$ cat src/rtl/perf_pkg.sv
// Shared definitions for the performance counter bank: FSM encoding and
// the syscall codes the block reacts to.
package perf_pkg;

    typedef enum logic {
        RUN    = 1'b0,
        HALTED = 1'b1
    } perf_state_t;

    localparam logic [31:0] SYS_HALT = 32'd10;
    localparam logic [31:0] SYS_SHOW = 32'd34;

endpackage

$ cat src/rtl/perf_counter_bank_if.sv
// Read port of the counter bank: request (enable, live/shadow select, index)
// and the registered result with its valid flag.
interface perf_counter_bank_if #(
    parameter int WIDTH = 32,
    parameter int IW    = 2
);
    logic             rd_en;
    logic             rd_shadow;
    logic [IW-1:0]    rd_idx;
    logic [WIDTH-1:0] rd_data;
    logic             rd_valid;

    modport master (
        output rd_en, rd_shadow, rd_idx,
        input  rd_data, rd_valid
    );

    modport slave (
        input  rd_en, rd_shadow, rd_idx,
        output rd_data, rd_valid
    );
endinterface

$ cat src/rtl/perf_counter.sv
// One counter channel: increment with wrap or saturate, sticky overflow,
// synchronous clear and a shadow copy loaded on snap.
module perf_counter #(
    parameter int WIDTH    = 32,
    parameter int SATURATE = 0
) (
    input  logic             clk,
    input  logic             rst,
    input  logic             inc,
    input  logic             clr,
    input  logic             snap,
    output logic [WIDTH-1:0] count,
    output logic [WIDTH-1:0] shadow,
    output logic             ovf
);

    // Shadow sees the pre-edge count, so snap together with clr keeps the old value.
    always_ff @(posedge clk or negedge rst) begin
        if (!rst) begin
            count  <= '0;
            shadow <= '0;
            ovf    <= 1'b0;
        end else begin
            if (snap) begin
                shadow <= count;
            end
            if (clr) begin
                count <= '0;
                ovf   <= 1'b0;
            end else if (inc) begin
                if (count == '1) begin
                    ovf   <= 1'b1;
                    count <= (SATURATE != 0) ? count : '0;
                end else begin
                    count <= count + 1'b1;
                end
            end
        end
    end

endmodule

$ cat src/rtl/perf_counter_bank.sv
// Bank of a cycle counter plus NUM_EVT event counters with a halt FSM driven by
// writeback syscalls, a display register and a one-cycle-latency read port.
module perf_counter_bank
    import perf_pkg::*;
#(
    parameter int WIDTH    = 32,
    parameter int NUM_EVT  = 3,
    parameter int SATURATE = 0,
    parameter int IW       = $clog2(NUM_EVT + 1)
) (
    input  logic               clk,
    input  logic               rst,
    input  logic               en,
    input  logic [NUM_EVT-1:0] evt,
    input  logic               syscall_t,
    input  logic [31:0]        a0,
    input  logic [WIDTH-1:0]   a1,
    input  logic               clr,
    input  logic               snap,
    perf_counter_bank_if.slave rd_bus,
    output logic [NUM_EVT:0]   ovf,
    output logic [WIDTH-1:0]   disp_out,
    output logic               disp_valid,
    output logic               halt
);

    perf_state_t      state;
    perf_state_t      next_state;
    logic             halt_accept;
    logic             count_en;
    logic             show_req;
    logic [NUM_EVT:0] chan_inc;
    logic [WIDTH-1:0] rd_word;
    logic [WIDTH-1:0] live_val   [NUM_EVT+1];
    logic [WIDTH-1:0] shadow_val [NUM_EVT+1];

    // The accept cycle itself still counts; counting stops once HALTED is entered.
    assign count_en = en && (state == RUN);
    assign chan_inc = {evt, 1'b1} & {(NUM_EVT + 1){count_en}};
    assign show_req = en && syscall_t && (a0 == SYS_SHOW);

    always_ff @(posedge clk or negedge rst) begin
        if (!rst) begin
            state <= RUN;
        end else begin
            state <= next_state;
        end
    end

    always_comb begin
        next_state  = state;
        halt_accept = 1'b0;
        halt        = 1'b0;
        if ((state == RUN) && en && syscall_t && (a0 == SYS_HALT)) begin
            halt_accept = 1'b1;
        end
        if (clr) begin
            next_state = RUN;
        end else if (halt_accept) begin
            next_state = HALTED;
        end
        halt = halt_accept || (state == HALTED);
    end

    genvar g;
    generate
        for (g = 0; g <= NUM_EVT; g++) begin : g_chan
            perf_counter #(
                .WIDTH    (WIDTH),
                .SATURATE (SATURATE)
            ) u_counter (
                .clk    (clk),
                .rst    (rst),
                .inc    (chan_inc[g]),
                .clr    (clr),
                .snap   (snap),
                .count  (live_val[g]),
                .shadow (shadow_val[g]),
                .ovf    (ovf[g])
            );
        end
    endgenerate

    always_comb begin
        rd_word = '0;
        if (int'(rd_bus.rd_idx) <= NUM_EVT) begin
            rd_word = rd_bus.rd_shadow ? shadow_val[rd_bus.rd_idx] : live_val[rd_bus.rd_idx];
        end
    end

    // Read result is registered from pre-edge values and held while idle.
    always_ff @(posedge clk or negedge rst) begin
        if (!rst) begin
            rd_bus.rd_data  <= '0;
            rd_bus.rd_valid <= 1'b0;
        end else begin
            rd_bus.rd_valid <= rd_bus.rd_en;
            if (rd_bus.rd_en) begin
                rd_bus.rd_data <= rd_word;
            end
        end
    end

    // Display updates are honoured in both RUN and HALTED.
    always_ff @(posedge clk or negedge rst) begin
        if (!rst) begin
            disp_out   <= '0;
            disp_valid <= 1'b0;
        end else begin
            disp_valid <= show_req;
            if (show_req) begin
                disp_out <= a1;
            end
        end
    end

endmodule

$ cat src/flat_wrapper.sv
// flat-port wrapper written by rule: the top's interface ports become plain ports
module perf_counter_bank_flat import perf_pkg::*;
#(
    parameter int WIDTH    = 32,
    parameter int NUM_EVT  = 3,
    parameter int SATURATE = 0,
    parameter int IW       = $clog2(NUM_EVT + 1)
)
  (clk, rst, en, evt, syscall_t, a0, a1, clr, snap, ovf, disp_out, disp_valid, halt, rd_bus_rd_en, rd_bus_rd_shadow, rd_bus_rd_idx, rd_bus_rd_data, rd_bus_rd_valid);
  perf_counter_bank_if #(.WIDTH(WIDTH), .IW(IW)) rd_bus_i ();
  input  logic clk;
  input  logic rst;
  input  logic en;
  input  logic [NUM_EVT-1:0] evt;
  input  logic syscall_t;
  input  logic [31:0] a0;
  input  logic [WIDTH-1:0] a1;
  input  logic clr;
  input  logic snap;
  output logic [NUM_EVT:0] ovf;
  output logic [WIDTH-1:0] disp_out;
  output logic disp_valid;
  output logic halt;
  input wire logic [$bits(rd_bus_i.rd_en)-1:0] rd_bus_rd_en;
  input wire logic [$bits(rd_bus_i.rd_shadow)-1:0] rd_bus_rd_shadow;
  input wire logic [$bits(rd_bus_i.rd_idx)-1:0] rd_bus_rd_idx;
  output wire logic [$bits(rd_bus_i.rd_data)-1:0] rd_bus_rd_data;
  output wire logic [$bits(rd_bus_i.rd_valid)-1:0] rd_bus_rd_valid;
  assign rd_bus_i.rd_en = rd_bus_rd_en;
  assign rd_bus_i.rd_shadow = rd_bus_rd_shadow;
  assign rd_bus_i.rd_idx = rd_bus_rd_idx;
  assign rd_bus_rd_data = rd_bus_i.rd_data;
  assign rd_bus_rd_valid = rd_bus_i.rd_valid;
  perf_counter_bank #(.WIDTH(WIDTH), .NUM_EVT(NUM_EVT), .SATURATE(SATURATE), .IW(IW)) u_core (.clk(clk), .rst(rst), .en(en), .evt(evt), .syscall_t(syscall_t), .a0(a0), .a1(a1), .clr(clr), .snap(snap), .rd_bus(rd_bus_i), .ovf(ovf), .disp_out(disp_out), .disp_valid(disp_valid), .halt(halt));
endmodule
$ cat config.mk
export PLATFORM = sky130hd
export DESIGN_NAME = perf_counter_bank_flat
export DESIGN_NICKNAME = d
export VERILOG_FILES = /design/src/rtl/perf_pkg.sv /design/src/rtl/perf_counter_bank_if.sv /design/src/rtl/perf_counter.sv /design/src/rtl/perf_counter_bank.sv /design/src/flat_wrapper.sv
export SDC_FILE = /design/constraint.sdc
export NUM_CORES = 1
export LEC_CHECK = 0
export CORE_ASPECT_RATIO = 2
export CORE_UTILIZATION = 45
export CTS_CLUSTER_DIAMETER = 50
export DETAILED_ROUTE_END_ITERATION = 10
export SYNTH_ARGS = -nofsm -noshare
export SYNTH_HDL_FRONTEND = slang
export SYNTH_HIERARCHICAL = 1
export SYNTH_SLANG_ARGS = --single-unit
$ cat constraint.sdc
create_clock -name clk -period 3.1 [get_ports clk]
set_clock_uncertainty 0.2 [all_clocks]
set_input_delay 0.465 -clock clk [delete_from_list [all_inputs] [get_ports clk]]
set_output_delay 0.465 -clock clk [all_outputs]
set_load 0.1 [all_outputs]
==> results of run 1 <==
cells in the mapped netlist, drive strengths merged (3+ instances only):
| cell type | count | area (um2) |
|---|---|---|
| nand2 | 58 | 218 |
| a21o | 3 | 22.5 |
| nor3 | 23 | 115 |
| mux2i | 32 | 320 |
| a21oi | 53 | 265 |
| nand2b | 6 | 37.5 |
| nor2 | 167 | 642 |
| nand3b | 4 | 30.0 |
| dfrtp | 327 | 8180 |
| ha | 4 | 50.1 |
| inv | 20 | 75.1 |
| and2 | 3 | 18.8 |
| and3 | 12 | 75.1 |
| buf | 46 | 263 |
| or4 | 10 | 75.1 |
| xor2 | 42 | 368 |
| mux4 | 64 | 1440 |
| and4 | 14 | 123 |
| o2111ai | 7 | 61.3 |
| o211ai | 4 | 45.1 |
| clkbuf | 25 | 95.1 |
| mux2 | 160 | 1800 |
| or3 | 11 | 73.8 |
| o21ai | 9 | 45.0 |
| nand3 | 51 | 270 |
| nor4b | 4 | 80.1 |
| nand4 | 30 | 188 |
| xnor2 | 68 | 596 |
| nor4 | 45 | 462 |
stage by stage:
| stage | TNS, ns | utilization, % | instance area, um2 | hold WS, ns |
|---|---|---|---|---|
| after floorplan | 0 | - | 16100 | -0.0306 |
| after global placement | -0.579 | 52.5 | 18500 | 0.270 |
| after detailed placement | -0.646 | 52.5 | 18500 | 0.286 |
| after CTS | 0 | 55.8 | 19600 | 0.243 |
| after global routing | 0 | 55.8 | 19600 | 0.272 |
| final | 0 | 55.8 | 19600 | 0.248 |
logic make-up (layout without fill, tap and decap cells):
logic type | after synthesis | in the layout | synth area share [%]
buffers and inverters | 91 | 311 | 2.69
adders and majority gates | 4 | 4 | 0.311
muxes | 256 | 256 | 22.1
DFF | 327 | 327 | 50.8
xor gates and xnor gates | 110 | 110 | 5.98
AOI/OAI and AO/OA | 81 | 81 | 3.07
and+or+nand+nor | 441 | 441 | 15.1
worst max-delay path by stage:
stage	from	endpoint	slack (ns)	depth (start not counted)
after detailed placement	en	u_core/g_chan[3].u_counter/count[23]	-0.15	10
after global routing	en	halt	0.19	5
after floorplan	a0[26]	halt	0.29	3
after global placement	en	u_core/g_chan[3].u_counter/count[17]	-0.14	10
final	en	halt	0.33	5
after CTS	en	halt	0.29	5
power breakdown:
part | leakage, nW | internal [mW] | switching, mW
registers | 4.51 | 4.31 | 0.0298
clock network | 0.548 | 2.54 | 1.69
logic | 3.74 | 0.274 | 0.531
total | 8.80 | 7.12 | 2.25
metal layers:
layer | routed length (um) | GRT usage [%]
met1 | 15100 | 26.1
met2 | 23400 | 44.8
met3 | 1300 | 2.26
met4 | 2860 | 14.8
met5 | 0 | 0
layout make-up:
type / count / area, um2 / share of cell area [%]
Inverter: 20 / 75.1 / 0.382
Clock inverter: 16 / 270 / 1.38
Tap cell: 445 / 557 / 2.84
Multi-Input combinational cell: 892 / 7520 / 38.3
Clock buffer: 41 / 863 / 4.40
Timing Repair Buffer: 234 / 2160 / 11.0
Sequential cell: 327 / 8180 / 41.7
worst reg2reg max path: cells and delay by family (launching register included):
family / cells / cell delay, ns
and+or+nand+nor: 5 / 1.25
buffers and inverters: 2 / 0.48
DFF: 1 / 0.39
xor gates and xnor gates: 1 / 0.15
AOI/OAI and AO/OA: 1 / 0.11
what timing repair did:
item,CTS,global route
hold buffers,1,0
resized for setup,0,0
hold endpoints to repair,67,0
flip-flops by register name (all words and copies together) (netlist names):
signal                          count
u_core/g_chan.u_counter/shadow    128
u_core/rd_bus.rd_data              32
u_core/disp_valid                   1
u_core/disp_out                    32
u_core/rd_bus.rd_valid              1
u_core/g_chan.u_counter/ovf         4
u_core/g_chan.u_counter/count     128
u_core/state                        1
==> summary.md, run 1 <==
| Metric | Value |
|---|---|
| Status | finished, final reports clean |
| Max Transition Viols Final | 0 |
| Top_reg_cell synth | dfrtp_1 |
| Setup WS pre-CTS | -0.152 ns |
| Capture instance of the worst register-to-register path | u_core/g_chan[3].u_counter/count[23] |
| VDD IR max | 0.000522 V |
| Mean routed wirelength per cell | 21.6 um |
| Initial antenna violation count | 0 |
| CP startpoint kind | primary input |
| Hold WC Path Type | primary input to async pin |
| Skew-Pair Late Insertion Delay | 0.58 ns |
| Reg2reg path depth | 9 |
| Effective utilization at floorplan | 45.8% |
| Row count | 97 |
| Sink Count | 327 |
| Crit. End Element | primary output |
| Cell leakage power | 8.80 nW |
| Rel. slew slack | 51.5% |
| Leading cell type in the layout, fill and taps excluded | dfrtp_1 |
| Area growth from synthesis to layout | 21.8% |
| Post-synth ARST share | 100% |
| Warning count from the yosys run | 6 |
| Most frequent cells in the layout | dfrtp_1 (327), nor2_1 (161), mux2_2 (159) |
| Final WL | 42.7 mm |
| Pwr Total | 9.38 mW |
| Final RePlAce weighted congestion | 0.868 |
| DP Cell Count | 1,917 |
| CP Cell Sequence | clkdlybuf4s50_1 > nor4bb_1 > nand4_1 > o41ai_4 > buf_12 |
| Buf+Inv Stages, Crit Path | 2 |
| Final Hold Vio Count | 0 |
| Total track usage | 24.3% |
| Cells after Synth | 1,310 |
| # fillers | 3,031 |
| Finish-stage setup viols | 0 |
| CP Max Fanout | 2 |
| R2r setup slk | 0.43 ns |
| Slew @ Worst Pin | 0.721 ns |
| Vias in the first global route | 11.8k |
| Layout Cells excl Fill | 1,975 |
| Clock slew at reported path FFs | 0.06 ns |
| Via count | 11.1k |
| Die width | 136 um |
| Largest net degree at the start of global routing | 75 |
| Drt pass-1 iters | 5 |
| Fraction of layout cells with a size suffix above 1 | 31.1% |
| Max Cap Viol | 0 |
| Avg Inst Size Synth | 12.3 um2 |
| CTS Root Cell | clkbuf_16 |
| Register area share after synthesis | 50.8% |
| Setup ws final | 0.335 ns |
| R2r startpoint | u_core/state |
| Crit share post-route | 89.2% |
| DP Wirelength | 31.5 mm |
| Final Critical Period | 2.77 ns |
| Synthesized flop and latch total | 327 |
| Post-route ant nets | 0 |
| WP data required | 2.43 ns |
| CP top delay family | buffers and inverters |
| Yosys cell types | 48 |
| Worst Path Arrival | 2.10 ns |
| Nets | 1,587 |
| Post-synth EDFFs | 0 |
| Power Density | 478 nW/um2 |
| Port Buffer Count | 147 |
| Fmax | 0.362 GHz |
| Ant. Diodes | 0 |
| Die height | 270 um |
| Core Box Area | 35,200 um2 |
| Post-Syn Nets | 1,391 |
| Setup Buffers After CTS | 0 |
| First-pass GRT wire length | 67.3 mm |
| Crit Path Category | primary input to primary output |
| RSZ-0062 raised after global routing | false |
| IO Count | 148 |
| CTS tree | done |
| Slowest-stage cell, CP | clkdlybuf4s50_1 |
| Mapped Area | 16,100 um2 |
| DRC | 0 |
| Max incr delay on CP | 0.48 ns |
| H-tree level count | 1 |
| Number of buffers created by CTS | 31 |
| Via density per instance | 5.64 |
| Die ar. | 36,600 um2 |
| Grt total ovfl | 0 |
| Max Buffers Root-to-Sink | 3 |
| Initial DRC count | 482 |
(Power assumes the default switching activity.)
==> run 2, diff against run 1 <==
Settings changed: CTS_CLUSTER_DIAMETER 50 to 60.
==> results of run 2 <==
Final layout, timing and power as in run 1 (identical DEF).
==> run 3, diff against run 2 <==
Settings changed: PLACE_DENSITY set to 0.65, SYNTH_HIERARCHICAL 1 to not set.
==> run 3 against run 2 <==
  * Core utilization is 0.48 points lower
  * Critical endpoint unchanged
  * Synthesized cell count is 0.53% lower
  * Via count is 1.4% lower
  * Final area is 3.2% lower
  * Final cell count is 1.9% lower
  * Largest cell class unchanged
  * Non-clock buffer count is 17 lower
  * Clock power is 9.0% lower
==> summary.md, run 3 <==
| Metric | Value |
|---|---|
| Status | finished, final reports clean |
| Die height | 267 um (-1.1%) |
| CTS resizes | 0 (unchanged) |
| Post-Syn Nets | 1,384 (-0.50%) |
| Clock slew at reported path FFs | 0.07 ns (about the same) |
| Port Buffer Count | 147 (unchanged) |
| Initial antenna violation count | 1 (+1) |
| Mean routed wirelength per cell | 20.6 um (-4.6%) |
| Most frequent cells in the layout | dfrtp_1 (327), nor2_1 (172), mux2_2 (160) |
| Area growth from synthesis to layout | 20.4% |
| Crit share post-route | 85.5% (-3.7 points) |
| DP Wirelength | 29.2 mm (-7.5%) |
| Min-Delay Path Depth | 1 |
| CTS Root Cell | clkbuf_16 |
| Multi-input gate area in the final layout | 7220 um2 (-3.9%) |
| Via count | 11.0k (-1.4%) |
| Drt pass-1 iters | 5 (unchanged) |
| Sink Count | 327 (unchanged) |
| Via density per instance | 5.67 (+0.53%) |
| Register area share after synthesis | 51.9% (+1.1 points) |
| WP data required | 2.43 ns (about the same) |
| R2r setup slk | 0.51 ns (+0.08 ns) |
| Number of buffers created by CTS | 30 (-3.2%) |
| Vias in the first global route | 11.7k (-1.1%) |
| Warning count from the yosys run | 0 (-6) |
| Max Transition Viols Final | 0 (unchanged) |
| R2r startpoint | u_core.g_chan[2].u_counter.count[9] |
| H-tree level count | 1 (unchanged) |
| Max Buffers Root-to-Sink | 3 (unchanged) |
| CP Max Fanout | 2 (unchanged) |
| Max Cap Viol | 0 (unchanged) |
| Post-synth EDFFs | 0 (unchanged) |
| Rel. slew slack | 53.1% (+1.5 points) |
| Initial DRC count | 544 (+13%) |
| Post-route ant nets | 0 (unchanged) |
| CTS tree | done |
| Capture instance of the worst register-to-register path | u_core.g_chan[2].u_counter.count[30] |
| # fillers | 2,979 (-1.7%) |
| Worst hold path startpoint | rd_bus_rd_en |
| Avg Inst Size Synth | 12.1 um2 (-1.6%) |
| Die ar. | 35,900 um2 (-2.1%) |
| RSZ-0062 raised after global routing | false |
| Mapped Area | 15,800 um2 (-2.1%) |
| Fraction of layout cells with a size suffix above 1 | 28.7% (-2.4 points) |
| Final WL | 39.9 mm (-6.4%) |
| Die width | 134 um (-1.0%) |
| Leading post-synthesis cells by cell area | dfrtp_1 (52%), mux2_2 (11%), mux4_2 (9.0%) |
| CP Cell Sequence | clkdlybuf4s50_1 > nor4_1 > nand4_1 > nor3_1 > a31o_2 > buf_12 |
| Effective utilization at floorplan | 45.9% (+0.13 points) |
| Biggest regs | u_core.g_chan.u_counter.count (128), u_core.g_chan.u_counter.shadow (128) |
| Power Density | 474 nW/um2 (-0.79%) |
| Grt total ovfl | 0 (unchanged) |
| Slew @ Worst Pin | 0.704 ns (-0.0166 ns) |
| Crit. End Element | primary output |
| Yosys cell types | 59 (+23%) |
| CP startpoint kind | primary input |
| First-pass GRT wire length | 64.7 mm (-3.8%) |
| Nets | 1,555 (-2.0%) |
| Yosys top cell by area | dfrtp_1 |
| Largest net degree at the start of global routing | 83 (+11%) |
| Cell leakage power | 8.53 nW (-3.2%) |
| Total track usage | 23.5% (-0.79 points) |
| Skew-Pair Late Insertion Delay | 0.58 ns (about the same) |
| Synthesized flop and latch total | 327 (unchanged) |
| Hold endpoint | u_core.rd_bus.rd_valid |
| Finish-stage setup viols | 0 (unchanged) |
| Row count | 96 (-1.0%) |
| Max incr delay on CP | 0.41 ns (-0.07 ns) |
| Final Hold Vio Count | 0 (unchanged) |
| Final Critical Period | 2.65 ns (-0.114 ns) |
| Leading cell type in the layout, fill and taps excluded | dfrtp_1 |
| Top-area cell type share of the netlist area | 51.9% (+1.1 points) |
| Post-synth ARST share | 100% (unchanged) |
| Slowest-stage cell, CP | clkdlybuf4s50_1 |
| Final RePlAce weighted congestion | 0.884 (+1.8%) |
| Core Box Area | 34,400 um2 (-2.4%) |
| Hold WC Path Type | primary input to flip-flop |
| IO Count | 148 (unchanged) |
| Crit Path Category | primary input to primary output |
| Reg area | 8180 um2 (unchanged) |
| Commonest cells post-synth | dfrtp_1 (327), nor2_1 (172), mux2_2 (160) |
| VDD IR max | 0.000535 V (+2.5%) |
| Reg2reg path depth | 5 (-4) |
| Cells after Synth | 1,303 (-0.53%) |
| Pwr Total | 9.00 mW (-4.0%) |
| DRC | 0 (unchanged) |
| Top_reg_cell synth | dfrtp_1 |
| Setup TNS Final | 0 ns (unchanged) |
| Fmax | 0.377 GHz (+4.3%) |
| Top-count cell post-synth | dfrtp_1 |
| Worst Path Arrival | 1.99 ns (-0.11 ns) |
run 3: through the flow:
step	instances	hold slack, ns	util (%)	setup slack [ns]	cell area (um2)
6_report	1938	0.179	55.3	0.449	19000
5_1_grt	1938	0.177	55.3	0.258	19000
4_1_cts	1937	0.165	55.3	0.444	19000
3_5_place_dp	1882	0.285	52.3	0.251	18000
3_3_place_gp	1882	0.276	52.3	0.242	18000
2_1_floorplan	1303	-0.0306	-	0.595	15800
run 3: repair_timing:
item                      CTS  global route
buffers inserted            0             0
hold endpoints to repair   66             0
hold buffers                1             0
run 3: cell families after synthesis:
kind of cell    Yosys count  share of synthesized area [%]
fa+ha+maj                 4                          0.317
buf+inv                  94                           2.48
xor+xnor                109                           6.05
simple gates            423                           13.2
compound gates           90                           3.47
flops                   327                           51.9
mux                     256                           22.6
run 3: cell type report:
class                      instances  share of cell area (%)
timing repair buffer             217                    10.2
sequential                       327                    43.1
antenna                            1                  0.0132
clock inverter                     6                   0.448
inverter                          16                   0.316
tap                              441                    2.91
multi-input combinational        882                    38.0
clock buffer                      48                    4.95
run 3: power by group:
| part | total [mW] | internal [mW] | switching, mW |
|---|---|---|---|
| clock | 3.85 | 2.23 | 1.62 |
| combinational | 0.806 | 0.264 | 0.542 |
| sequential | 4.34 | 4.31 | 0.0305 |
| total | 9.00 | 6.80 | 2.20 |
run 3: metal layers:
metal | up-vias | routed length, um | global-route usage [%]
met3 | 94 | 1060 | 2.03
li1 | 5018 | - | -
met2 | 229 | 21900 | 43.1
met1 | 5646 | 14900 | 26.8
met5 | - | 0 | 0
met4 | 0 | 2100 | 12.4
run 3: critical path: cells and delay by family:
kind	cells	cell delay [ns]
AND/OR/NAND/NOR	3	0.70
buffers and inverters	2	0.59
AO/OA/AOI/OAI	1	0.23
run 3: worst max path at each step:
stage | cells past startpoint | start | to | slack [ns]
finish | 6 | a0[18] | halt | 0.45
global route | 6 | a0[18] | halt | 0.26
CTS | 6 | a0[18] | halt | 0.44
detailed placement | 8 | en | u_core.g_chan[2].u_counter.count[11] | 0.25
global placement | 8 | en | u_core.g_chan[2].u_counter.count[11] | 0.24
floorplan | 5 | rd_bus_rd_idx[0] | u_core.rd_bus.rd_data[8] | 0.60
==> RTL edit 1: new RTL, settings of run 1 <==
`SATURATE` is set to 0 in 3 places; all go to 1.
--- a/src/rtl/perf_counter.sv
+++ b/src/rtl/perf_counter.sv
@@ -2,7 +2,7 @@
 // synchronous clear and a shadow copy loaded on snap.
 module perf_counter #(
     parameter int WIDTH    = 32,
-    parameter int SATURATE = 0
+    parameter int SATURATE = 1
 ) (
     input  logic             clk,
     input  logic             rst,
--- a/src/rtl/perf_counter_bank.sv
+++ b/src/rtl/perf_counter_bank.sv
@@ -5,7 +5,7 @@
 #(
     parameter int WIDTH    = 32,
     parameter int NUM_EVT  = 3,
-    parameter int SATURATE = 0,
+    parameter int SATURATE = 1,
     parameter int IW       = $clog2(NUM_EVT + 1)
 ) (
     input  logic               clk,
--- a/src/flat_wrapper.sv
+++ b/src/flat_wrapper.sv
@@ -3,7 +3,7 @@
 #(
     parameter int WIDTH    = 32,
     parameter int NUM_EVT  = 3,
-    parameter int SATURATE = 0,
+    parameter int SATURATE = 1,
     parameter int IW       = $clog2(NUM_EVT + 1)
 )
   (clk, rst, en, evt, syscall_t, a0, a1, clr, snap, ovf, disp_out, disp_valid, halt, rd_bus_rd_en, rd_bus_rd_shadow, rd_bus_rd_idx, rd_bus_rd_data, rd_bus_rd_valid);
Formal check against the unedited RTL: no difference found for any inputs over 4 cycles, from zero or initial values and one cycle with rst low; that may be too few to reach the edited logic, so the function may still have changed.
==> RTL edit 1 against run 1 <==
- non-clock buffer count grew 39
- global-route usage grew 2.2 points
- total power grew 2.3%
- sequential share of layout area shrank 1.3 points
- wire length grew 11%
- count of clock-buffer cells in the layout grew 4
- area after synthesis grew 2.2%
- die area grew 2.2%
- setup slack lost 22 ps
- final area grew 3.3%
- sequential cell count is the same
==> RTL edit 1: results (changes against run 1) <==
stage,metric,value,unit,change
detailed_routing,vias,12400,,+11%
layout,top_regs,"u_core/g_chan.u_counter/count (128), u_core/g_chan.u_counter/shadow (128)",,
hold_path,hold_end,u_core/g_chan[2].u_counter/count[23],,
detailed_routing,drt_iter0_drc,698,,+45%
cts,insertion_delay,530,ps,-50 ps
place,place_hpwl,35200,µm,+12%
synth,muxShareOfSynthArea,22.5,%,+0.40 points
hold_path,holdPathStages,2,,
layout,fill_cells,3111,,+2.6%
critical_path,crit_family,buffers and inverters,,
layout,drive_gt1_share,31.7,%,+0.55 points
synth,synthTopCellsByCount,"327 x dfrtp_1, 159 x mux2_2, 116 x nor2_1",,
layout,fin_nets,1693,,+6.7%
grt,grt_pass1_wl,73400,µm,+9.1%
cts,htreeDepth,2,,+1
detailed_routing,first_pass_iters,5,,unchanged
critical_path,rr_endpoint,u_core/g_chan[0].u_counter/count[23],,
place,gp_congestion,0.889,,+2.4%
cts,clock_path_buffers,3,,unchanged
cts,cts_root_buffer,clkbuf_16,,
synth,ys_seq_area_share,49.7,%,-1.1 points
critical_path,critPathMaxFanout,2,,unchanged
power_and_ir_drop,p_leak,0.00888,µW,+0.84%
grt,grtUsageTotal,26.5,%,+2.2 points
critical_path,reg2reg_depth,6,,-3
grt,grt_pass1_vias,12800,,+8.4%
power_and_ir_drop,ir_worst_vdd,0.471,mV,-9.6%
cts,cts_buffers,34,,+9.7%
cts,cts.clk_slew.worst_paths,60,ps,about the same
critical_path,rrSetupSlack,460,ps,+30 ps
hold_path,hp-start,clr,,
detailed_routing,routedWlPerCell,22.7,µm,+5.0%
synth,async_flop_share,100,%,unchanged
synth,synth_compound_area_share,8.10,%,+5.0 points
synth,synth_cell_type_count,46,,-4.2%
synth,synthTopCellsByArea,"dfrtp_1 50%, mux2_2 11%, mux4_2 8.7%",,
timing,relSlewSlack,51.6,%,about the same
layout,antenna_cells,0,,unchanged
critical_path,crit_arrival,2120,ps,+20 ps
critical_path,r2r-start,u_core/g_chan[0].u_counter/count[24],,
critical_path,worst_path_max_delay_cell,clkdlybuf4s50_1,,
cts,hold_buffers,1,,unchanged
status,outcome,finished clean,,
synth,ys.flop_type,dfrtp_1,,
synth,syn-num-nets,1460,,+5.0%
cts,cts-resized-gates,0,,unchanged
synth,synth_adder_area_share,0.304,%,-0.0067 points
cts,postCtsSetupBuffers,0,,unchanged
place,pre_cts_slack,36.1,ps,+188 ps
hold_path,worst_hold_path_type,in -> reg,,
synth,synth_xor_area_share,2.98,%,-3.0 points
grt,grt_max_degree,129,,+72%
place,portBuffers,147,,unchanged
critical_path,max_stage_delay,430,ps,-50 ps
## RTL edit 1: final cells by class
cell class	count	area, µm²	share of cell area [%]
flip-flops and latches	327	8180	40.3
multi-input cells	961	7930	39.1
repair buffers	273	2350	11.6
clock buffers	45	953	4.70
well taps	450	563	2.78
clock inverters	15	246	1.22
inverters	15	56.3	0.278
## RTL edit 1: through the flow
stage	total power, µW	instances	area [µm²]	hold slack, ps
2_1_floorplan	4900	1379	16500	-30.6
3_3_place_gp	5260	2025	19100	265
3_5_place_dp	5260	2025	19100	277
4_1_cts	9730	2086	20300	121
5_1_grt	9940	2086	20300	153
6_report	9590	2086	20300	140
## RTL edit 1: report_power, final
group	internal (µW)	leakage (µW)	switching, µW	total [µW]
sequential	4310	0.00451	37.4	4350
clock	2680	0.000586	1730	4420
combinational	274	0.00378	547	821
total	7270	0.00888	2320	9590
## RTL edit 1: worst reg2reg max path: stages (launching register included)
cell and delay [ps]:
dfrtp_1 490, nand4_1 260, or4_4 730, o2111ai_2 440
buf_4 200, xor2_1 140, nor2_1 50
## RTL edit 1: metal layers
layer  global-route usage, %  up-vias  part of all wire, %
met2                    46.4      392                   52
met4                    22.5        0                  9.7
li1                        -     5660                    -
met1                    27.8     6208                   35
met5                       0        -                    0
met3                    2.86      114                  4.2
## RTL edit 1: worst max path at each step
stage	to	start	slack, ps	depth (start not counted)
finish	halt	a0[21]	310	5
global route	halt	a0[17]	190	5
CTS	halt	a0[21]	280	5
detailed placement	u_core/g_chan[2].u_counter/count[25]	en	40	10
global placement	u_core/g_chan[2].u_counter/count[28]	en	30	10
floorplan	halt	a0[26]	290	3
==> RTL edit 2: new RTL, settings of run 1 <==
Made on the original files. The output `disp_valid` loses its register stage (`disp_valid` becomes a continuous assignment).
--- a/src/rtl/perf_counter_bank.sv
+++ b/src/rtl/perf_counter_bank.sv
@@ -105,14 +105,14 @@
     always_ff @(posedge clk or negedge rst) begin
         if (!rst) begin
             disp_out   <= '0;
-            disp_valid <= 1'b0;
         end else begin
-            disp_valid <= show_req;
             if (show_req) begin
                 disp_out <= a1;
             end
         end
     end
 
+    assign disp_valid = show_req;
+
 endmodule
 
Function: changed (Yosys sat finds a counterexample within 4 cycles, from zero or initial values and one cycle with rst low).
==> RTL edit 2 against run 1 <==
- sequential cell count down 1
- via count about the same
- combinational power is 0.5% lower
- sequential share of layout area grew 0.075 points
- total power shrank 3.5%
- synthesized cell count about the same
- wire length is 0.13% higher
- final area is 0.48% lower
- setup slack got worse by 130 ps
- first-iteration DRC count grew 19%
- area after synthesis decreased by 0.16%
- utilization down 0.078 points
- critical path type unchanged
- largest cell class unchanged
- largest power group unchanged
==> RTL edit 2: results (changes against run 1) <==
stage,metric,value,unit,change
synth,yosysWarnings,6,,unchanged
critical_path,rrSetupSlack,390,ps,-40 ps
synth,synthTopCellsByCount,"326 x dfrtp_1, 161 x nor2_1, 159 x mux2_2",,
grt,grt_pass1_wl,68400,µm,+1.7%
cts,cts_root_buffer,clkbuf_16,,
critical_path,crit_end,disp_valid,,
detailed_routing,drt_iter0_drc,575,,+19%
cts,insertion_delay,570,ps,
timing,tightest_slew,799,ps,+78.6 ps
place,gp_congestion,0.845,,-2.7%
detailed_routing,routedWlPerCell,21.5,µm,-0.32%
grt,met1_usage,26.4,%,+0.28 points
critical_path,r2r-start,u_core/g_chan[0].u_counter/count[1],,
grt,grt_max_degree,129,,+72%
detailed_routing,routed_wl,42700,µm,+0.13%
hold_path,worst_hold_path_type,in -> reg,,
cts,cts.clk_slew.worst_paths,70,ps,
critical_path,critPathMaxFanout,29,,+27
synth,synthCells,1309,,-0.076%
grt,grtUsageMet3,2.07,%,-0.19 points
status,outcome,finished clean,,
layout,top_regs,"u_core/g_chan.u_counter/count (128), u_core/g_chan.u_counter/shadow (128)",,
synth,ys_seq_area_share,50.7,%,-0.077 points
layout,drive_gt1_share,31.8,%,+0.66 points
place,placed_area,0.0185,mm²,-0.11%
cts,htreeDepth,1,,unchanged
timing,setup_viol,0,,unchanged
cts,postCtsSetupBuffers,0,,unchanged
place,dp.cells,1925,,+0.42%
grt,grtUsageTotal,24.6,%,+0.30 points
place,place_hpwl,31700,µm,+0.64%
detailed_routing,first_pass_iters,5,,unchanged
power_and_ir_drop,ir_worst_vdd,0.589,mV,+13%
synth,syn-num-nets,1390,,-0.072%
cts,cts-resized-gates,0,,unchanged
timing,max_freq,0.345,GHz,-4.6%
synth,async_flop_share,100,%,unchanged
layout,antenna_cells,0,,unchanged
grt,grt_pass1_vias,12100,,+2.9%
critical_path,worstSetupStartpoint,a0[18],,
hold_path,holdPathStages,2,,
critical_path,reg2reg_depth,6,,-3
layout,fin_nets,1595,,+0.50%
cts,cts_buffers,31,,unchanged
place,pre_cts_slack,-127,ps,+24.5 ps
critical_path,rr_endpoint,u_core/g_chan[0].u_counter/count[18],,
synth,synthTopCellsByArea,"dfrtp_1 51%, mux2_2 11%, mux4_2 9.0%",,
grt,antenna_found_initial,0,,unchanged
critical_path,crit_arrival,2230,ps,+130 ps
power_and_ir_drop,p_leak,0.00878,µW,-0.30%
place,portBuffers,147,,unchanged
synth,synth_cell_type_count,48,,unchanged
detailed_routing,routed_via_density,5.61,,-0.47%
grt,met2_usage,46.6,%,+1.8 points
critical_path,startpoint_type,input port,,
RTL edit 2: critical path, stage by stage:
cell             delay [ps]
clkdlybuf4s50_1         400
nor4_1                  310
nand4_1                 280
nor4_4                  340
buf_12                  230
buf_12                  200
RTL edit 2: power by group:
part | leakage (µW) | internal, µW | switching [µW] | total [µW]
clock | 0.000518 | 2220 | 1700 | 3920
combinational | 0.00376 | 271 | 530 | 801
sequential | 0.00450 | 4300 | 28.8 | 4320
total | 0.00878 | 6790 | 2250 | 9040
RTL edit 2: kinds of logic (layout without fill, tap and decap cells):
group | count (synthesis) | in the layout | share of synthesized area [%]
compound gates | 81 | 81 | 3.07
xor+xnor | 110 | 110 | 5.99
fa+ha+maj | 4 | 4 | 0.311
buf+inv | 91 | 321 | 2.69
flops | 326 | 326 | 50.7
mux | 256 | 256 | 22.1
simple gates | 441 | 441 | 15.1
RTL edit 2: worst min path at each step:
stage	start	slack, ps	to
after floorplan	rst	-30	u_core/disp_out[0]
after CTS	rd_bus_rd_en	150	u_core/rd_bus.rd_data[31]
after detailed placement	rst	280	u_core/rd_bus.rd_data[3]
after global routing	rd_bus_rd_en	180	u_core/rd_bus.rd_data[31]
final	rd_bus_rd_en	150	u_core/rd_bus.rd_data[31]
after global placement	u_core/disp_out[16]	270	u_core/disp_out[16]
RTL edit 2: layer usage:
metal  up-vias  part of all wire, %
li1       5132                    -
met1      5644                   35
met2       251                   56
met3       109                  3.1
met4         0                  5.5
met5         -                    0
RTL edit 2: through the flow:
stage          total power (µW)  setup TNS [ps]
6_report                   9040               0
3_5_place_dp               5220            -505
4_1_cts                    9180               0
2_1_floorplan              4870               0
3_3_place_gp               5210            -344
5_1_grt                    9380               0
RTL edit 2: layout make-up:
class	count	area, µm²
fill	3008	15500
sequential	326	8160
multi-input combinational	892	7520
timing repair buffer	243	2160
clock buffer	42	907
tap	445	557
clock inverter	16	151
inverter	20	75.1
